<file path="src/rtl/uart_rx_os16_pkg.sv">
// Shared definitions for the 16x-oversampled UART receiver.
//   rx_state_t  : receiver FSM encoding
//   OS_RATE_DEF : default baud_clk edges per bit
//   MID_SAMPLE  : oversample index used to confirm the start bit
//   BAUD_*      : rate select codes shared with the baud generators
package uart_rx_os16_pkg;

  typedef enum logic [2:0] {
    ST_IDLE   = 3'd0,
    ST_START  = 3'd1,
    ST_DATA   = 3'd2,
    ST_PARITY = 3'd3,
    ST_STOP   = 3'd4,
    ST_WAIT   = 3'd5
  } rx_state_t;

  localparam int         OS_RATE_DEF = 16;
  localparam logic [3:0] MID_SAMPLE  = 4'd7;

  localparam logic [1:0] BAUD_9600   = 2'd0;
  localparam logic [1:0] BAUD_19200  = 2'd1;
  localparam logic [1:0] BAUD_57600  = 2'd2;
  localparam logic [1:0] BAUD_115200 = 2'd3;

endpackage

</file>
<file path="src/rtl/uart_rx_os16_if.sv">
// Receive-result bundle from the UART receiver to its consumer.
//   rx_data    : last received word
//   rx_valid   : one-clock strobe, rx_data and flags updated
//   frame_err  : stop bit was 0 (only meaningful with rx_valid)
//   parity_err : parity mismatch (only meaningful with rx_valid)
//   busy       : receiver is inside a frame
// master = receiver side, slave = consumer side.
interface uart_rx_os16_if #(
  parameter int DATA_BITS = 8
);
  logic [DATA_BITS-1:0] rx_data;
  logic                 rx_valid;
  logic                 frame_err;
  logic                 parity_err;
  logic                 busy;

  modport master (output rx_data, rx_valid, frame_err, parity_err, busy);
  modport slave  (input  rx_data, rx_valid, frame_err, parity_err, busy);
endinterface

</file>
<file path="src/rtl/uart_rx_os16_sync_ff.sv">
// Multi-flop synchroniser for a single asynchronous input.
//   clock, reset_n : system clock, async active-low reset
//   d              : asynchronous input
//   q              : d after STAGES flops; all flops reset to RESET_VAL
module sync_ff #(
  parameter int   STAGES    = 2,
  parameter logic RESET_VAL = 1'b0
) (
  input  logic clock,
  input  logic reset_n,
  input  logic d,
  output logic q
);

  logic [STAGES-1:0] ff;

  always_ff @(posedge clock or negedge reset_n) begin
    if (!reset_n) ff <= {STAGES{RESET_VAL}};
    else          ff <= {ff[STAGES-2:0], d};
  end

  assign q = ff[STAGES-1];

endmodule

</file>
<file path="src/rtl/uart_rx_os16.sv">
// UART receive engine driven by a 16x oversample square wave (baud_clk).
// baud_clk is edge-detected as data; all logic runs on clock.
//   clock, reset_n        : system clock, async active-low reset
//   baud_clk              : oversample square wave from the baud generator
//   rx                    : asynchronous serial line, idle high
//   parity_en, parity_odd : parity configuration, latched per frame
//   rx_bus (master)       : rx_data / rx_valid / frame_err / parity_err / busy
//
// state     | meaning
// ST_IDLE   | line idle, waiting for a low sample
// ST_START  | confirming start bit at its midpoint
// ST_DATA   | sampling data bits, LSB first
// ST_PARITY | sampling parity bit
// ST_STOP   | sampling stop bit, result published next clock
// ST_WAIT   | stop bit was low, wait for line to return high
module uart_rx_os16
  import uart_rx_os16_pkg::*;
#(
  parameter int DATA_BITS   = 8,
  parameter int OS_RATE     = OS_RATE_DEF,
  parameter int SYNC_STAGES = 2
) (
  input  logic             clock,
  input  logic             reset_n,
  input  logic             baud_clk,
  input  logic             rx,
  input  logic             parity_en,
  input  logic             parity_odd,
  uart_rx_os16_if.master   rx_bus
);

  localparam int             BW       = (DATA_BITS > 1) ? $clog2(DATA_BITS) : 1;
  localparam logic [BW-1:0]  BIT_LAST = BW'(DATA_BITS - 1);
  localparam logic [3:0]     OS_LAST  = 4'(OS_RATE - 1);

  rx_state_t            state, state_nxt;
  logic                 rx_s;
  logic                 baud_q;
  logic                 tick;
  logic [3:0]           os_cnt;
  logic [BW-1:0]        bit_cnt;
  logic [DATA_BITS-1:0] shreg;
  logic                 par_en_q, par_odd_q, par_err_q;
  logic                 os_clr, do_start, do_shift, do_par, do_stop;
  logic                 counting;

  sync_ff #(.STAGES(SYNC_STAGES), .RESET_VAL(1'b1)) u_rx_sync (
    .clock   (clock),
    .reset_n (reset_n),
    .d       (rx),
    .q       (rx_s)
  );

  assign tick     = ~baud_q & baud_clk;
  assign counting = (state != ST_IDLE) && (state != ST_WAIT);

  always_ff @(posedge clock or negedge reset_n) begin
    if (!reset_n) state <= ST_IDLE;
    else          state <= state_nxt;
  end

  always_comb begin
    state_nxt = state;
    os_clr    = 1'b0;
    do_start  = 1'b0;
    do_shift  = 1'b0;
    do_par    = 1'b0;
    do_stop   = 1'b0;
    case (state)
      ST_IDLE: if (tick && !rx_s) begin
        state_nxt = ST_START;
        os_clr    = 1'b1;
      end
      ST_START: if (tick && os_cnt == MID_SAMPLE) begin
        if (rx_s) begin
          state_nxt = ST_IDLE;
        end else begin
          state_nxt = ST_DATA;
          os_clr    = 1'b1;
          do_start  = 1'b1;
        end
      end
      ST_DATA: if (tick && os_cnt == OS_LAST) begin
        do_shift = 1'b1;
        if (bit_cnt == BIT_LAST) state_nxt = par_en_q ? ST_PARITY : ST_STOP;
      end
      ST_PARITY: if (tick && os_cnt == OS_LAST) begin
        do_par    = 1'b1;
        state_nxt = ST_STOP;
      end
      // Leaving mid stop bit lets a start edge right after one stop bit be caught.
      ST_STOP: if (tick && os_cnt == OS_LAST) begin
        do_stop   = 1'b1;
        state_nxt = rx_s ? ST_IDLE : ST_WAIT;
      end
      ST_WAIT: if (tick && rx_s) state_nxt = ST_IDLE;
      default: state_nxt = ST_IDLE;
    endcase
  end

  always_ff @(posedge clock or negedge reset_n) begin
    if (!reset_n) begin
      baud_q            <= 1'b0;
      os_cnt            <= '0;
      bit_cnt           <= '0;
      shreg             <= '0;
      par_en_q          <= 1'b0;
      par_odd_q         <= 1'b0;
      par_err_q         <= 1'b0;
      rx_bus.rx_data    <= '0;
      rx_bus.rx_valid   <= 1'b0;
      rx_bus.frame_err  <= 1'b0;
      rx_bus.parity_err <= 1'b0;
    end else begin
      baud_q <= baud_clk;

      if (os_clr)                os_cnt <= '0;
      else if (tick && counting) os_cnt <= os_cnt + 4'd1;

      if (do_start) begin
        bit_cnt   <= '0;
        par_en_q  <= parity_en;
        par_odd_q <= parity_odd;
        par_err_q <= 1'b0;
      end else if (do_shift) begin
        bit_cnt <= bit_cnt + BW'(1);
      end

      // Line is LSB first, so entering at the MSB leaves the word aligned.
      if (do_shift) shreg <= {rx_s, shreg[DATA_BITS-1:1]};

      if (do_par) par_err_q <= ((^shreg) ^ rx_s) != par_odd_q;

      if (do_stop) rx_bus.rx_data <= shreg;
      rx_bus.rx_valid   <= do_stop;
      rx_bus.frame_err  <= do_stop & ~rx_s;
      rx_bus.parity_err <= do_stop & par_en_q & par_err_q;
    end
  end

  assign rx_bus.busy = (state != ST_IDLE);

endmodule
</file>
<file path="src/flat_wrapper.sv">
// flat-port wrapper written by rule: the top's interface ports become plain ports
module uart_rx_os16_flat import uart_rx_os16_pkg::*;
#(
  parameter int DATA_BITS   = 8,
  parameter int OS_RATE     = OS_RATE_DEF,
  parameter int SYNC_STAGES = 2
)
  (clock, reset_n, baud_clk, rx, parity_en, parity_odd, rx_bus_rx_data, rx_bus_rx_valid, rx_bus_frame_err, rx_bus_parity_err, rx_bus_busy);
  uart_rx_os16_if #(.DATA_BITS(DATA_BITS)) rx_bus_i ();
  input  logic clock;
  input  logic reset_n;
  input  logic baud_clk;
  input  logic rx;
  input  logic parity_en;
  input  logic parity_odd;
  output wire logic [$bits(rx_bus_i.rx_data)-1:0] rx_bus_rx_data;
  output wire logic [$bits(rx_bus_i.rx_valid)-1:0] rx_bus_rx_valid;
  output wire logic [$bits(rx_bus_i.frame_err)-1:0] rx_bus_frame_err;
  output wire logic [$bits(rx_bus_i.parity_err)-1:0] rx_bus_parity_err;
  output wire logic [$bits(rx_bus_i.busy)-1:0] rx_bus_busy;
  assign rx_bus_rx_data = rx_bus_i.rx_data;
  assign rx_bus_rx_valid = rx_bus_i.rx_valid;
  assign rx_bus_frame_err = rx_bus_i.frame_err;
  assign rx_bus_parity_err = rx_bus_i.parity_err;
  assign rx_bus_busy = rx_bus_i.busy;
  uart_rx_os16 #(.DATA_BITS(DATA_BITS), .OS_RATE(OS_RATE), .SYNC_STAGES(SYNC_STAGES)) u_core (.clock(clock), .reset_n(reset_n), .baud_clk(baud_clk), .rx(rx), .parity_en(parity_en), .parity_odd(parity_odd), .rx_bus(rx_bus_i));
endmodule
</file>
<file path="config.mk">
export PLATFORM = sky130hd
export DESIGN_NAME = uart_rx_os16_flat
export DESIGN_NICKNAME = d
export VERILOG_FILES = /design/src/rtl/uart_rx_os16_pkg.sv /design/src/rtl/uart_rx_os16_if.sv /design/src/rtl/uart_rx_os16_sync_ff.sv /design/src/rtl/uart_rx_os16.sv /design/src/flat_wrapper.sv
export SDC_FILE = /design/constraint.sdc
export NUM_CORES = 1
export LEC_CHECK = 0
export ABC_CLOCK_PERIOD_IN_PS = 3100
export BUFFER_PORTS_ARGS = -buffer_cell sky130_fd_sc_hd__buf_2
export CAP_MARGIN = 15
export CORE_MARGIN = 3
export CORE_UTILIZATION = 60
export DETAILED_ROUTE_END_ITERATION = 6
export PLACE_DENSITY = 0.77
export SYNTH_ARGS = -nofsm -noshare
export SYNTH_HDL_FRONTEND = slang
export SYNTH_HIERARCHICAL = 1
export SYNTH_SLANG_ARGS = --single-unit
</file>
<file path="constraint.sdc">
create_clock -name clock -period 3.1 [get_ports clock]
set_clock_uncertainty 0.2 [all_clocks]
set_input_delay 0 -clock clock [delete_from_list [all_inputs] [get_ports clock]]
set_output_delay 0 -clock clock [all_outputs]
set_load 0.05 [all_outputs]
</file>
Yosys cells after proc, flatten, opt, wreduce, memory -nomap -nowiden --
Index checks and enable logic that the tools add are counted.
Operators by class: add/subtract/negate cells 2, equality and inequality tests 17, mux-type cells 26, bitwise logic cells 7, reduce and logical (&&, ||, !) cells 14
Operators with widths (number):
- $mux W3 | 11
- $pmux W3 S6 | 1
- $ne A2 B1 Y1 const B | 7
- $mux W1 | 10
- $eq A3 B3 Y1 const B | 3
- $mux W4 | 2
- $reduce_xor A8 Y1 | 1
- $reduce_and A7 Y1 | 1
- $eq A3 B2 Y1 const B | 2
- $logic_and A1 B1 Y1 | 6
- $reduce_bool A2 Y1 | 3
- $add A4 B1 Y4 const B | 1
- $and A1 B1 Y1 | 4
- $eq A4 B3 Y1 const B | 1
- $eq A4 B4 Y1 const B | 1
- $add A3 B1 Y3 const B | 1
- $eq A3 B1 Y1 const B | 1
- $logic_not A3 Y1 | 1
- $ne A3 B3 Y1 const B | 1
- $reduce_bool A3 Y1 | 1
- $mux W2 | 1
- $not A1 Y1 | 2
- $pmux W1 S2 | 1
- $logic_not A1 Y1 | 1
- other kinds (2) | 2
Storage, ports and cells: register bits after elaboration 35, input port bits 6, output and inout bits 12, logic and storage cells 79

Depth between registers and ports, before layout --
word-level depth 7, depth in mapped cells 6, depth with buffers taken out 6

Hierarchy --
Netlist, hierarchy kept.
Modules (own cells, without submodules):
- uart_rx_os16 | instances 1, cells an instance 127, area an instance 1615.3 sq um, sequential area each 825.8 sq um
- sync_ff | instances 1, cells an instance 2, area an instance 52.6 sq um, sequential area each 52.6 sq um

Worst setup path before layout --
Ideal clock, no wire load.
path kind register to register, start reg u_core.state[2], end reg u_core.state[0], setup time 0.128 ns, data arrival time 1.697 ns, required time 2.772 ns, path slack 1.076 ns, cell stages (with the launch flop) 6, buffers on the path 1, clock period less this slack 2.024 ns, cell sequence dfrtp_1 > buf_2 > or3_1 > a22oi_1 > a211oi_2 > mux2_1
On the way: word-level cells in the longest chain between the ends 3, elaborated cells on any way between the ends 15, classes of those cells eq/ne: 12; mux: 1; reduce/logical: 2
RTL lines:
- from (decl) | RTL line uart_rx_os16.sv:36 | rx_state_t state, state_nxt;
- from (signal assigned) | RTL line uart_rx_os16.sv:59 | else state <= state_nxt;
- $eq A3 B3 Y1 (tied with other cells) | RTL line uart_rx_os16.sv:69 | case (state)
- $ne A2 B1 Y1 (no source line)
- $reduce_and A7 Y1 (no source line)
Parallel ways exist; a longest one is shown, timed or not. A chain may end at the register's enable or synchronous reset.

Final worst setup path --
start reg u_core.os_cnt[0], end reg u_core.shreg[6]
On the way: word-level cells in the longest chain between the ends 4
RTL lines:
- from (decl) | RTL line uart_rx_os16.sv:40 | logic [3:0] os_cnt;
- from (signal assigned) | RTL line uart_rx_os16.sv:118 | else if (tick && counting) os_cnt <= os_cnt + 4'd1;
- $eq A4 B4 Y1 | RTL line uart_rx_os16.sv:83 | ST_DATA: if (tick && os_cnt == OS_LAST) begin
- $logic_and A1 B1 Y1 | RTL line uart_rx_os16.sv:83
- $mux W1 | RTL line uart_rx_os16.sv:83
- $mux W1 | RTL line uart_rx_os16.sv:69
- to (signal assigned) | RTL line uart_rx_os16.sv:130 | if (do_shift) shreg <= {rx_s, shreg[DATA_BITS-1:1]};
- to (decl) | RTL line uart_rx_os16.sv:42 | logic [DATA_BITS-1:0] shreg;
Every way passes these cells.

==> results.py <==
metrics = {
    "logic_synthesis": {
        "post-synth-top-count-cell": "dfrtp_1",
        "ys_ff_latch": 35,
        "netlist.area_leader.share": 0.495,
        "synth_cell_types": 36,
        "ys_seq_area_frac": 0.527,
        "synth_common_cells": "33 x dfrtp_1, 11 x xnor2_1, 10 x mux2_2, 9 x nor2_1",
        "yosys-top-cells-area": "dfrtp_1 50%, mux2_4 7.2%, mux2_2 6.8%",
        "syn_area_um2": 1670,
        "syn_inst": 129,
        "async_reset_ff_frac": 1.00,
        "ys.flop_type": "dfrtp_1",
        "synth_top_area_cell": "dfrtp_1",
        "synth_edf_count": 0,
        "yosys_warnings": 6,
        "syn-num-nets": 138,
        "avgSynthCellArea_um2": 12.9,
    },
    "worst_setup_path": {
        "crit_family": "simple AND/OR/NAND/NOR gates",
        "crit_type": "reg2reg",
        "crit_slowest_cell": "nor3_2",
        "critPathMaxFanout": 13,
        "end_kind": "register",
        "required_ps": 3130,
        "crit_path_cell_trace": "ha_1 > nand4_4 > nor3_2 > mux2_2",
        "cp-start-kind": "register",
        "crit_arrival_ps": 2280,
        "critical_path_buf_inv_count": 0,
        "critPathMaxStageDelay_ps": 730,
    },
    "clock_network": {
        "cts-htree-levels": 2,
        "cts.root.buffer_cell": "clkbuf_4",
        "cts_resized": 0,
        "clk_path_buf_depth": 2,
        "clkTransAtPathRegs_ps": 100,
        "cts_tree": "yes",
        "clock_latency_ps": 340,
        "cts_sinks": 35,
        "cts_hold_buffers": 5,
        "cts_setup_buffers": 0,
        "numCtsBuffers": 5,
    },
    "floorplan": {
        "num_io_pins": 18,
        "core_area_um2": 2570,
        "die_area_um2": 3450,
        "dieHeight_um": 58.7,
        "initial_core_util": 0.650,
        "rows": 18,
        "die_w_um": 58.7,
    },
    "timing": {
        "slew_headroom": 0.415,
        "finalMaxSlewViolations": 0,
        "fin_crit_ps": 2250,
        "finalHoldViolCount": 0,
        "setup_viol": 0,
        "setup_tns_ps": 0,
        "max_freq_mhz": 445,
        "final.period_utilization": 0.726,
        "rsz0062_at_grt": "false",
        "tightestPinTransition_ps": 873,
    },
    "finish": {
        "regArea_um2": 878,
        "drive_gt1_frac": 0.325,
        "area_growth_pct": 11.6,
        "multi_input_area_um2": 746,
        "fill_cells": 181,
        "num-nets-final": 162,
        "finalNonFillerCells": 184,
        "fin_util": 0.725,
        "antenna_cells": 0,
    },
    "route": {
        "dr.pass1.iters": 4,
        "routed_wl_mm": 2.85,
        "drc": 0,
        "viasPerCell": 5.63,
        "wl_per_cell_um": 15.5,
        "ant_nets": 0,
        "vias": 1036,
        "drt_iter0_drc": 39,
    },
    "hold_path": {
        "hold_class": "in2async",
    },
    "global_route": {
        "grt_max_degree": 36,
        "grt_pass1_wl_mm": 4.89,
        "antenna_found_initial": 0,
        "grt_usage": 0.197,
        "grt_overflow": 0,
        "grt_pass1_vias": 1061,
    },
    "pwr": {
        "cellInternalPower_w": 0.000764,
        "leakagePower_nw": 0.936,
        "swShare": 0.350,
        "power_density_nw_per_um2": 631,
        "power_frac_seq": 0.510,
        "comb_power_share": 0.290,
        "clkPwrFrac": 0.201,
        "power_switching_w": 0.000411,
        "ir_drop_mv": 0.563,
    },
    "placement": {
        "placed_cells": 171,
        "dp_hpwl_mm": 1.95,
        "gp_congestion": 0.721,
        "io_buffers": 17,
    },
    "job": {
        "cap_violations": 0,
    },
    "run_status": {
        "status": "complete, no violations",
    },
}
[logic make-up after synthesis]
group / synth area share
buffers and inverters: 0.0263
XOR/XNOR: 0.0683
adder cells (fa/ha/maj): 0.0225
multiplexers: 0.177
flip-flops: 0.527
AND/OR/NAND/NOR: 0.122
AO/OA/AOI/OAI: 0.0578
[final timing paths]
kind                                   startpoint                       to  slack [ps]  depth (start not counted)
hold / removal                            reset_n  u_core/rx_bus.frame_err          60                          2
max in group asynchronous                 reset_n          u_core/shreg[7]        2170                          2
setup reg to reg                 u_core/os_cnt[0]          u_core/shreg[6]         850                          4
min in group clock                             rx   u_core/u_rx_sync/ff[0]         110                          2
hold reg to reg            u_core/u_rx_sync/ff[0]   u_core/u_rx_sync/ff[1]         160                          0
setup / recovery                 u_core/os_cnt[0]          u_core/shreg[6]         850                          4
[state kept, by name, indices dropped and copies added, names as in the netlist]
| signal | cells |
|---|---|
| u_core/state | 3 |
| u_core/rx_bus.frame_err | 1 |
| u_core/os_cnt | 4 |
| u_core/rx_bus.rx_data | 8 |
| u_core/par_en_q | 1 |
| u_core/rx_bus.parity_err | 1 |
| u_core/shreg | 8 |
| u_core/par_err_q | 1 |
| u_core/u_rx_sync/ff | 2 |
| u_core/bit_cnt | 3 |
| u_core/baud_q | 1 |
| u_core/rx_bus.rx_valid | 1 |
| u_core/par_odd_q | 1 |
[cell usage in the layout, fill, tap and decap left out, drive strengths merged, types with 5 or more instances in the layout]
| cell type | netlist | routed |
|---|---|---|
| mux2 | 20 | 20 |
| clkbuf | 1 | 6 |
| buf | 4 | 17 |
| xnor2 | 11 | 11 |
| dfrtp | 33 | 33 |
| nand2 | 8 | 8 |
| dlygate4sd3 | 0 | 5 |
| nor2 | 9 | 9 |
[area by class of cell]
class	count	area share
flip-flops and latches	35	0.472
repair buffers	22	0.0726
inverters	3	0.00605
well taps	30	0.0202
clock inverters	2	0.00672
clock buffers	6	0.0222
multi-input cells	86	0.401
[routing by layer]
layer	vias up	routed length, µm	share of wire	track usage
met5	-	0	0	0
met4	0	95	0.033	0.107
met3	9	118	0.041	0.0680
met2	25	1370	0.48	0.311
met1	510	1260	0.44	0.234
li1	492	-	-	-
[stage by stage]
step                      setup WS (ps)  area [µm²]  total power [W]  hold slack (ps)
after floorplan                    1080        1670         0.000863             -496
after global placement              931        1760         0.000919             -104
after detailed placement            852        1760         0.000946            -91.4
after CTS                           832        1860          0.00119             65.8
after global routing                713        1860          0.00126             77.8
final                               851        1860          0.00117             57.7
[worst register-to-register path, delay by kind of cell (launching register included)]
family / cells / cell delay, ps
flops: 1 / 400
mux: 1 / 420
fa+ha+maj: 1 / 250
simple gates: 2 / 870
[power groups by stage]
stage               clock network [W]  registers [W]  logic, W
finish                       0.000236       0.000599  0.000340
global route                 0.000268       0.000609  0.000382
CTS                          0.000246       0.000599  0.000344
detailed placement                  0       0.000608  0.000338
global placement                    0       0.000603  0.000316
floorplan                           0       0.000577  0.000286
(Power assumes the default switching activity.)
